$ cat src/rtl/load_store_unit.sv
// load_store_unit: memory-stage sequencer of the hypiu core. It sits directly
// upstream of data_ram_access. It accepts one load/store request at a time,
// drives registered RAM address/bank/data/rw_n, and returns load data or a
// store acknowledge over a valid/ready response handshake.
//
// Build option: define LSU_BYTE_ACCESS_EN to enable byte loads (zero/sign
// extended) and byte stores (read-modify-write). When it is undefined,
// i_req_byte/i_req_hi/i_req_signed are ignored and every access is a word access.
//
// Ports:
//   i_clk, i_rst_n          clock, synchronous active-low reset
//   i_req_valid/o_req_ready request handshake (ready only in IDLE)
//   i_req_we                1 = store, 0 = load
//   i_req_byte/i_req_hi     byte access / upper byte lane select
//   i_req_signed            sign-extend byte loads
//   i_req_addr[16:0]        bit 16 = ebit bank select, [15:0] word address
//   i_req_wdata[15:0]       store data (byte stores use [7:0])
//   o_resp_valid/i_resp_ready/o_resp_rdata  response handshake, 0 for stores
//   o_mem_addr, o_mem_ebit, o_mem_write_data, o_mem_rw_n  registered RAM controls
//   i_mem_read_data         asynchronous RAM read data
module load_store_unit (
    input  logic        i_clk,
    input  logic        i_rst_n,
    input  logic        i_req_valid,
    output logic        o_req_ready,
    input  logic        i_req_we,
    input  logic        i_req_byte,
    input  logic        i_req_hi,
    input  logic        i_req_signed,
    input  logic [16:0] i_req_addr,
    input  logic [15:0] i_req_wdata,
    output logic        o_resp_valid,
    input  logic        i_resp_ready,
    output logic [15:0] o_resp_rdata,
    output logic [15:0] o_mem_addr,
    output logic        o_mem_ebit,
    output logic [15:0] o_mem_write_data,
    output logic        o_mem_rw_n,
    input  logic [15:0] i_mem_read_data
);

    localparam int unsigned DATA_W = 16;
    localparam int unsigned ADDR_W = 16;
    localparam int unsigned BYTE_W = 8;

    typedef enum logic [1:0] {
        S_IDLE = 2'd0,
        S_RD   = 2'd1,
        S_WR   = 2'd2,
        S_RESP = 2'd3
    } state_t;

    state_t              r_state;
    state_t              w_next_state;

    logic                r_req_ready;
    logic                r_resp_valid;
    logic [DATA_W-1:0]   r_resp_rdata;
    logic [ADDR_W-1:0]   r_mem_addr;
    logic                r_mem_ebit;
    logic [DATA_W-1:0]   r_mem_write_data;
    logic                r_mem_rw_n;
    logic                r_we;

    logic                w_accept;
    logic                w_req_byte;
    logic                w_byte_r;
    logic [DATA_W-1:0]   w_load_data;
    logic [DATA_W-1:0]   w_resp_data;
    logic                w_req_ready_d;
    logic                w_resp_valid_d;
    logic                w_mem_rw_n_d;

`ifdef LSU_BYTE_ACCESS_EN
    logic                r_byte;
    logic                r_hi;
    logic                r_signed;
    logic [BYTE_W-1:0]   r_wbyte;
    logic [BYTE_W-1:0]   w_lane;
    logic [DATA_W-1:0]   w_merge;

    assign w_req_byte = i_req_byte;
    assign w_byte_r   = r_byte;

    // Selected byte lane of the word currently on the RAM read port.
    assign w_lane = r_hi ? i_mem_read_data[15:8] : i_mem_read_data[7:0];

    // Load result: full word, or the lane zero/sign extended.
    assign w_load_data = !r_byte  ? i_mem_read_data :
                         r_signed ? {{BYTE_W{w_lane[BYTE_W-1]}}, w_lane} :
                                    {BYTE_W'(0), w_lane};

    // Byte store: new byte replaces the selected lane of the old word.
    assign w_merge = r_hi ? {r_wbyte, i_mem_read_data[7:0]}
                          : {i_mem_read_data[15:8], r_wbyte};
`else
    logic                w_unused_byte_ctrl;

    assign w_req_byte         = 1'b0;
    assign w_byte_r           = 1'b0;
    assign w_load_data        = i_mem_read_data;
    assign w_unused_byte_ctrl = ^{i_req_byte, i_req_hi, i_req_signed};
`endif

    assign w_accept    = r_req_ready & i_req_valid;
    assign w_resp_data = r_we ? DATA_W'(0) : w_load_data;

    // State register.
    always_ff @(posedge i_clk) begin
        if (!i_rst_n) begin
            r_state <= S_IDLE;
        end else begin
            r_state <= w_next_state;
        end
    end

    // Next state and next values of the state-derived output registers.
    always_comb begin
        w_next_state   = r_state;
        w_req_ready_d  = 1'b0;
        w_resp_valid_d = 1'b0;
        w_mem_rw_n_d   = 1'b1;

        case (r_state)
            S_IDLE: begin
                if (w_accept) begin
                    // Word stores write immediately; loads and byte stores read first.
                    w_next_state = (i_req_we && !w_req_byte) ? S_WR : S_RD;
                end
            end
            S_RD: begin
                w_next_state = (r_we && w_byte_r) ? S_WR : S_RESP;
            end
            S_WR: begin
                w_next_state = S_RESP;
            end
            S_RESP: begin
                if (r_resp_valid && i_resp_ready) begin
                    w_next_state = S_IDLE;
                end
            end
            default: begin
                w_next_state = S_IDLE;
            end
        endcase

        w_req_ready_d  = (w_next_state == S_IDLE);
        w_resp_valid_d = (w_next_state == S_RESP);
        w_mem_rw_n_d   = (w_next_state != S_WR);
    end

    // Output and request-field registers.
    always_ff @(posedge i_clk) begin
        if (!i_rst_n) begin
            r_req_ready      <= 1'b1;
            r_resp_valid     <= 1'b0;
            r_resp_rdata     <= '0;
            r_mem_addr       <= '0;
            r_mem_ebit       <= 1'b0;
            r_mem_write_data <= '0;
            r_mem_rw_n       <= 1'b1;
            r_we             <= 1'b0;
        end else begin
            r_req_ready  <= w_req_ready_d;
            r_resp_valid <= w_resp_valid_d;
            r_mem_rw_n   <= w_mem_rw_n_d;

            if (w_accept) begin
                r_mem_addr <= i_req_addr[ADDR_W-1:0];
                r_mem_ebit <= i_req_addr[ADDR_W];
                r_we       <= i_req_we;
                if (i_req_we) begin
                    r_mem_write_data <= i_req_wdata;
                end
            end

            // Read data is taken at the end of RD; stores respond with 0.
            if (r_state == S_RD) begin
                r_resp_rdata <= w_resp_data;
`ifdef LSU_BYTE_ACCESS_EN
                if (r_we) begin
                    r_mem_write_data <= w_merge;
                end
`endif
            end

            if (r_state == S_WR) begin
                r_resp_rdata <= '0;
            end
        end
    end

`ifdef LSU_BYTE_ACCESS_EN
    // Byte-access request fields, captured at accept.
    always_ff @(posedge i_clk) begin
        if (!i_rst_n) begin
            r_byte   <= 1'b0;
            r_hi     <= 1'b0;
            r_signed <= 1'b0;
            r_wbyte  <= '0;
        end else if (w_accept) begin
            r_byte   <= i_req_byte;
            r_hi     <= i_req_hi;
            r_signed <= i_req_signed;
            r_wbyte  <= i_req_wdata[BYTE_W-1:0];
        end
    end
`endif

    assign o_req_ready      = r_req_ready;
    assign o_resp_valid     = r_resp_valid;
    assign o_resp_rdata     = r_resp_rdata;
    assign o_mem_addr       = r_mem_addr;
    assign o_mem_ebit       = r_mem_ebit;
    assign o_mem_write_data = r_mem_write_data;
    assign o_mem_rw_n       = r_mem_rw_n;

endmodule

$ cat config.mk
export PLATFORM = sky130hd
export DESIGN_NAME = load_store_unit
export DESIGN_NICKNAME = d
export VERILOG_FILES = /design/src/rtl/load_store_unit.sv
export SDC_FILE = /design/constraint.sdc
export NUM_CORES = 1
export LEC_CHECK = 0
export CAP_MARGIN = 25
export CORE_MARGIN = 2
export CORE_UTILIZATION = 30
export CTS_BUF_LIST = sky130_fd_sc_hd__clkbuf_4
export DETAILED_ROUTE_END_ITERATION = 7
export PLACE_DENSITY = 0.66
export SLEW_MARGIN = 30
export SYNTH_ARGS = -nofsm -noshare
export SYNTH_HDL_FRONTEND = slang
export SYNTH_SLANG_ARGS = --single-unit
$ cat constraint.sdc
create_clock -name i_clk -period 2.5 [get_ports i_clk]
set_input_delay 0.625 -clock i_clk [delete_from_list [all_inputs] [get_ports i_clk]]
set_output_delay 0.625 -clock i_clk [all_outputs]
set_load 0.005 [all_outputs]
**Word-level counts from Yosys, hierarchy flattened**

Cells that the tools add are included.
W data, S select, Z words.

- Register bits: 55
- Bits of input ports: 57
- Word-level logic and storage cells: 27

- Equality and inequality tests: 5
- Muxes and demuxes: 5
- Bitwise logic cells: 2
- Reductions and logical operators: 6

Operators by type and width:

| cell | count |
|---|---|
| $mux W16 | 1 |
| $eq A2 B2 Y1 const B | 3 |
| $mux W2 | 3 |
| $pmux W2 S3 | 1 |
| $logic_not A2 Y1 | 2 |
| $reduce_or A2 Y1 | 2 |
| $eq A2 B1 Y1 const B | 1 |
| $ne A2 B2 Y1 const B | 1 |
| $reduce_and A2 Y1 | 1 |
| $and A1 B1 Y1 | 1 |
| $logic_and A1 B1 Y1 | 1 |
| $not A1 Y1 | 1 |

**Logic depth before layout (Yosys ltp)**

- Depth after elaboration: 4
- Gate-level depth with buffers: 7
- Gate-level depth less buffers: 5

**Worst setup path before layout**

OpenSTA, ideal clock, no wires.

- Path kind: reg2reg
- Start: reg r_state[1]
- End: reg r_resp_rdata[10] (netlist: o_resp_rdata[10])
- Setup time: 128 ps
- Arrival: 1275 ps
- Path slack: 1097 ps
- Stages on the path, launching flop included: 8
- Path buffers: 2
- Period minus slack after synthesis: 1403 ps
- Cell sequence: dfxtp_1 inv_1 ha_1 nor2b_1 clkbuf_2 buf_4 a21oi_1 nor2_1

- Cells in the longest elaborated chain, start to end: 2

Ends and longest elaborated chain:

| item | RTL line | text |
|---|---|---|
| start: declaration | 53 | `state_t r_state;` |
| start signal: assignment | 113 | `r_state <= w_next_state;` |
| $eq A2 B2 Y1 | 187 | `if (r_state == S_WR) begin` |
| $reduce_or A2 Y1 (no line) | n/a |  |
| end signal: assignment | 179 | `r_resp_rdata <= w_resp_data;` |
| end: declaration | 58 | `logic [DATA_W-1:0] r_resp_rdata;` |

Several ways; a longest one is shown, not always the timed one.
A chain may end at the register's enable or synchronous reset.

**Final worst setup path**

- Start: reg r_req_ready (netlist: o_req_ready)
- End: out o_req_ready

RTL lines:

| item | RTL line | text |
|---|---|---|
| start: declaration | 56 | `logic r_req_ready;` |
| start signal: assignment | 164 | `r_req_ready <= w_req_ready_d;` |
| end: declaration | 25 | `output logic o_req_ready,` |

No word-level cell between the ends.

==> results.tsv <==
stage	metric	value	unit
status	status	finished, final reports clean	
setup_path	Crit path largest cell delay	0.56	ns
setup_path	WP buf/inv	1	
sta	final hold violation count	0	
setup_path	CP Cell Sequence	clkdlybuf4s50_1	
floorplanning	Die Y	88.3	um
power	maximum vdd drop	0.000350	V
floorplanning	Initial Util	31.2	%
clock_network	CTS tree	built	
floorplanning	num ports	109	
sta	Pins Over Slew Limit	0	
sta	post-route setup slack	0.519	ns
setup_path	R2R setup slack	1.00	ns
sta	Final setup viols	0	
sta	Hold Slack	0.461	ns
floorplanning	Rows	30	
grt	gr usage total	13.8	%
routing	WL/cell	11.8	um
finish	FF+latch area	1100	um^2
yosys	Avg Cell Area, Syn	8.77	um^2
setup_path	CP max FO	5	
finish	area of the multi-input gates	935	um^2
sta	Final min period	1.98	ns
setup_path	Crit path arrival time	1.36	ns
power	total power	2.40	mW
setup_path	Crit-path slowest cell	clkdlybuf4s50_1	
sta	Setup Skew	0.0130	ns
place	IO Port Bufs	105	
finish	share of cells above drive strength 1	6.03	%
routing	Vias per Instance	4.32	
clock_network	Bufs on Longest Clock Path	2	
grt	grt total ovfl	0	
routing	DR pass1 iterations	4	
yosys	post-synthesis register bit count	55	
grt	first-pass GRT wire length	8.45	mm
clock_network	CTS Buf Count	5	
setup_path	CP required	1.88	ns
routing	DR vias	1920	
min_path	Tightest Hold Check Type	reg -> reg	
setup_path	R2R Path End	o_resp_rdata[6]	
routing	remaining antenna violation count	0	
sta	Slew @ Worst Pin	0.626	ns
floorplanning	core area	6830	um^2
sta	f_max	505	MHz
yosys	register area share after synthesis	51.6	%
finish	Fillers	688	
min_path	Hold Path End	o_mem_write_data[13]	
clock_network	setup bufs post-CTS	0	
place	Setup WS pre-CTS	0.415	ns
min_path	hold depth	2	
job	number of max-cap violations	0	
clock_network	PostCTS Resize Cnt	0	
place	GPL Wtd Cong	0.702	
setup_path	endpoint type of the worst setup path	primary output	
clock_network	clk root buf	clkbuf_4	
floorplanning	DIE WIDTH	88.3	um
setup_path	RR Startpoint	r_state[0]	
sta	period utilisation layout	79.2	%
yosys	Syn Std Cell Area	2130	um^2
clock_network	clk sinks	55	
setup_path	CP startpoint kind	flip-flop	
yosys	Synth Instances	243	
routing	final wirelength	5.25	mm
grt	pin count of the biggest net entering global routing	28	
floorplanning	die area	7800	um^2
finish	final net count	408	
clock_network	hold_buf cts	0	
power	leak pwr	1.25	nW
sta	RSZ-0062 raised after global routing	false	
routing	DR iter-0 viols	39	
clock_network	H-tree depth	2	
grt	antenna violations before repair	0	
grt	number of global-route vias before repair	1876	
clock_network	clk slew on worst S/H paths	0.16	ns
sta	setup TNS	0	ns
sta	headroom to the max-slew limit	58.1	%
setup_path	worst r2r path cells	4	
yosys	Net Count, Synth	304	
yosys	Syn. warnings	0	
routing	drt drc	0	
yosys	post-synth cell types	26	
min_path	Hold Startpoint	o_mem_write_data[13]	
clock_network	worst skew pair latency	0.37	ns
place	dpl hpwl	3.74	mm
power	total power per unit cell area	721	nW/um^2
setup_path	Crit Path Category	reg -> out	
setup_path	critical path's top delay family	buffers and inverters	
finish	synthesis-to-finish area growth	55.9	%
finish	ant diodes	0	
[synthesized netlist by cell type]
cell type / instances / share of area, %
nand2b_1: 1 / 0.29
and2_1: 3 / 0.88
buf_4: 2 / 0.70
inv_1: 2 / 0.35
buf_6: 3 / 1.6
clkbuf_2: 1 / 0.23
nand3b_1: 1 / 0.35
o21ai_0: 1 / 0.23
a21boi_1: 10 / 3.5
nand2_1: 67 / 12
a21oi_2: 3 / 1.2
and2b_1: 9 / 3.2
buf_2: 3 / 0.70
o21ai_2: 1 / 0.41
buf_1: 1 / 0.18
nand2_2: 1 / 0.29
nand3_1: 1 / 0.23
ha_1: 4 / 2.3
a311oi_1: 2 / 0.82
dfxtp_1: 55 / 52
nor2_1: 16 / 2.8
a21oi_1: 17 / 4.0
clkbuf_1: 5 / 0.88
nor2b_1: 9 / 2.6
and3_1: 2 / 0.59
a21boi_0: 23 / 8.1
[placed cells by master (no fill, tap or decap), types with 2 or more instances in the layout]
cell type and count:
a21oi_1 17, a21boi_0 23, and3_1 2, inv_1 2
clkbuf_4 5, dfxtp_1 55, a311oi_1 2, nor2_1 16
clkinvlp_4 2, and2b_1 9, nor2b_1 8, buf_4 7
a21boi_1 10, clkdlybuf4s50_1 105, and2_1 3, ha_1 4
nand2_1 67, a21oi_2 3
[how the worst max path moves through the flow]
stage	start	to	slack, ns	depth (start not counted)
final	o_req_ready	o_req_ready	0.52	1
after floorplan	r_state[1]	o_resp_rdata[10]	1.10	7
after global placement	i_req_valid	o_req_ready	0.44	5
after global routing	o_req_ready	o_req_ready	0.41	1
after detailed placement	i_req_valid	o_resp_valid	0.41	5
after CTS	o_req_ready	o_req_ready	0.49	1
[power by group]
group,switching [mW],internal [mW]
registers,0.0846,1.03
clock network,0.280,0.108
logic,0.396,0.501
[tightest hold or removal path, delay by kind of cell, from the launching register on]
family,cells,cell delay [ns]
AOI/OAI and AO/OA,1,0.05
and+or+nand+nor,1,0.05
DFF,1,0.34
[area by class of cell]
class                      count  area share, %
clock buffer                   5           1.13
inverter                       2          0.226
timing repair buffer         112           33.2
tap                           96           3.61
sequential                    55           33.1
clock inverter                 3          0.602
multi-input combinational    171           28.1
[through the flow]
step / std cells / util (%) / area [um^2]
after global routing: 444 / 48.7 / 3320
after CTS: 444 / 48.7 / 3320
after floorplan: 243 / - / 2130
final: 444 / 48.7 / 3320
after global placement: 436 / 47.8 / 3260
after detailed placement: 436 / 47.8 / 3270
[flip-flops by register name, indices dropped and copies added, names as in the netlist]
signal and count:
r_state 2, o_mem_write_data 16, o_resp_valid 1, o_req_ready 1, o_mem_addr 16, o_resp_rdata 16
r_we 1, o_mem_rw_n 1, o_mem_ebit 1
[layer usage]
metal  vias to the layer above  wire length, um  track usage [%]
met5                         -                0                0
met4                         0               64             3.72
met3                         6              669             7.46
met2                        76             2250             21.5
met1                       847             2260             16.6
li1                        991                -                -
[logic make-up (layout without fill, tap and decap cells)]
family | count (synthesis) | after routing | share of synthesized area (%)
buf+inv | 17 | 122 | 4.64
simple gates | 110 | 110 | 23.1
flops | 55 | 55 | 51.6
fa+ha+maj | 4 | 4 | 2.35
compound gates | 57 | 57 | 18.3
Power figures use the tool's default switching activity.
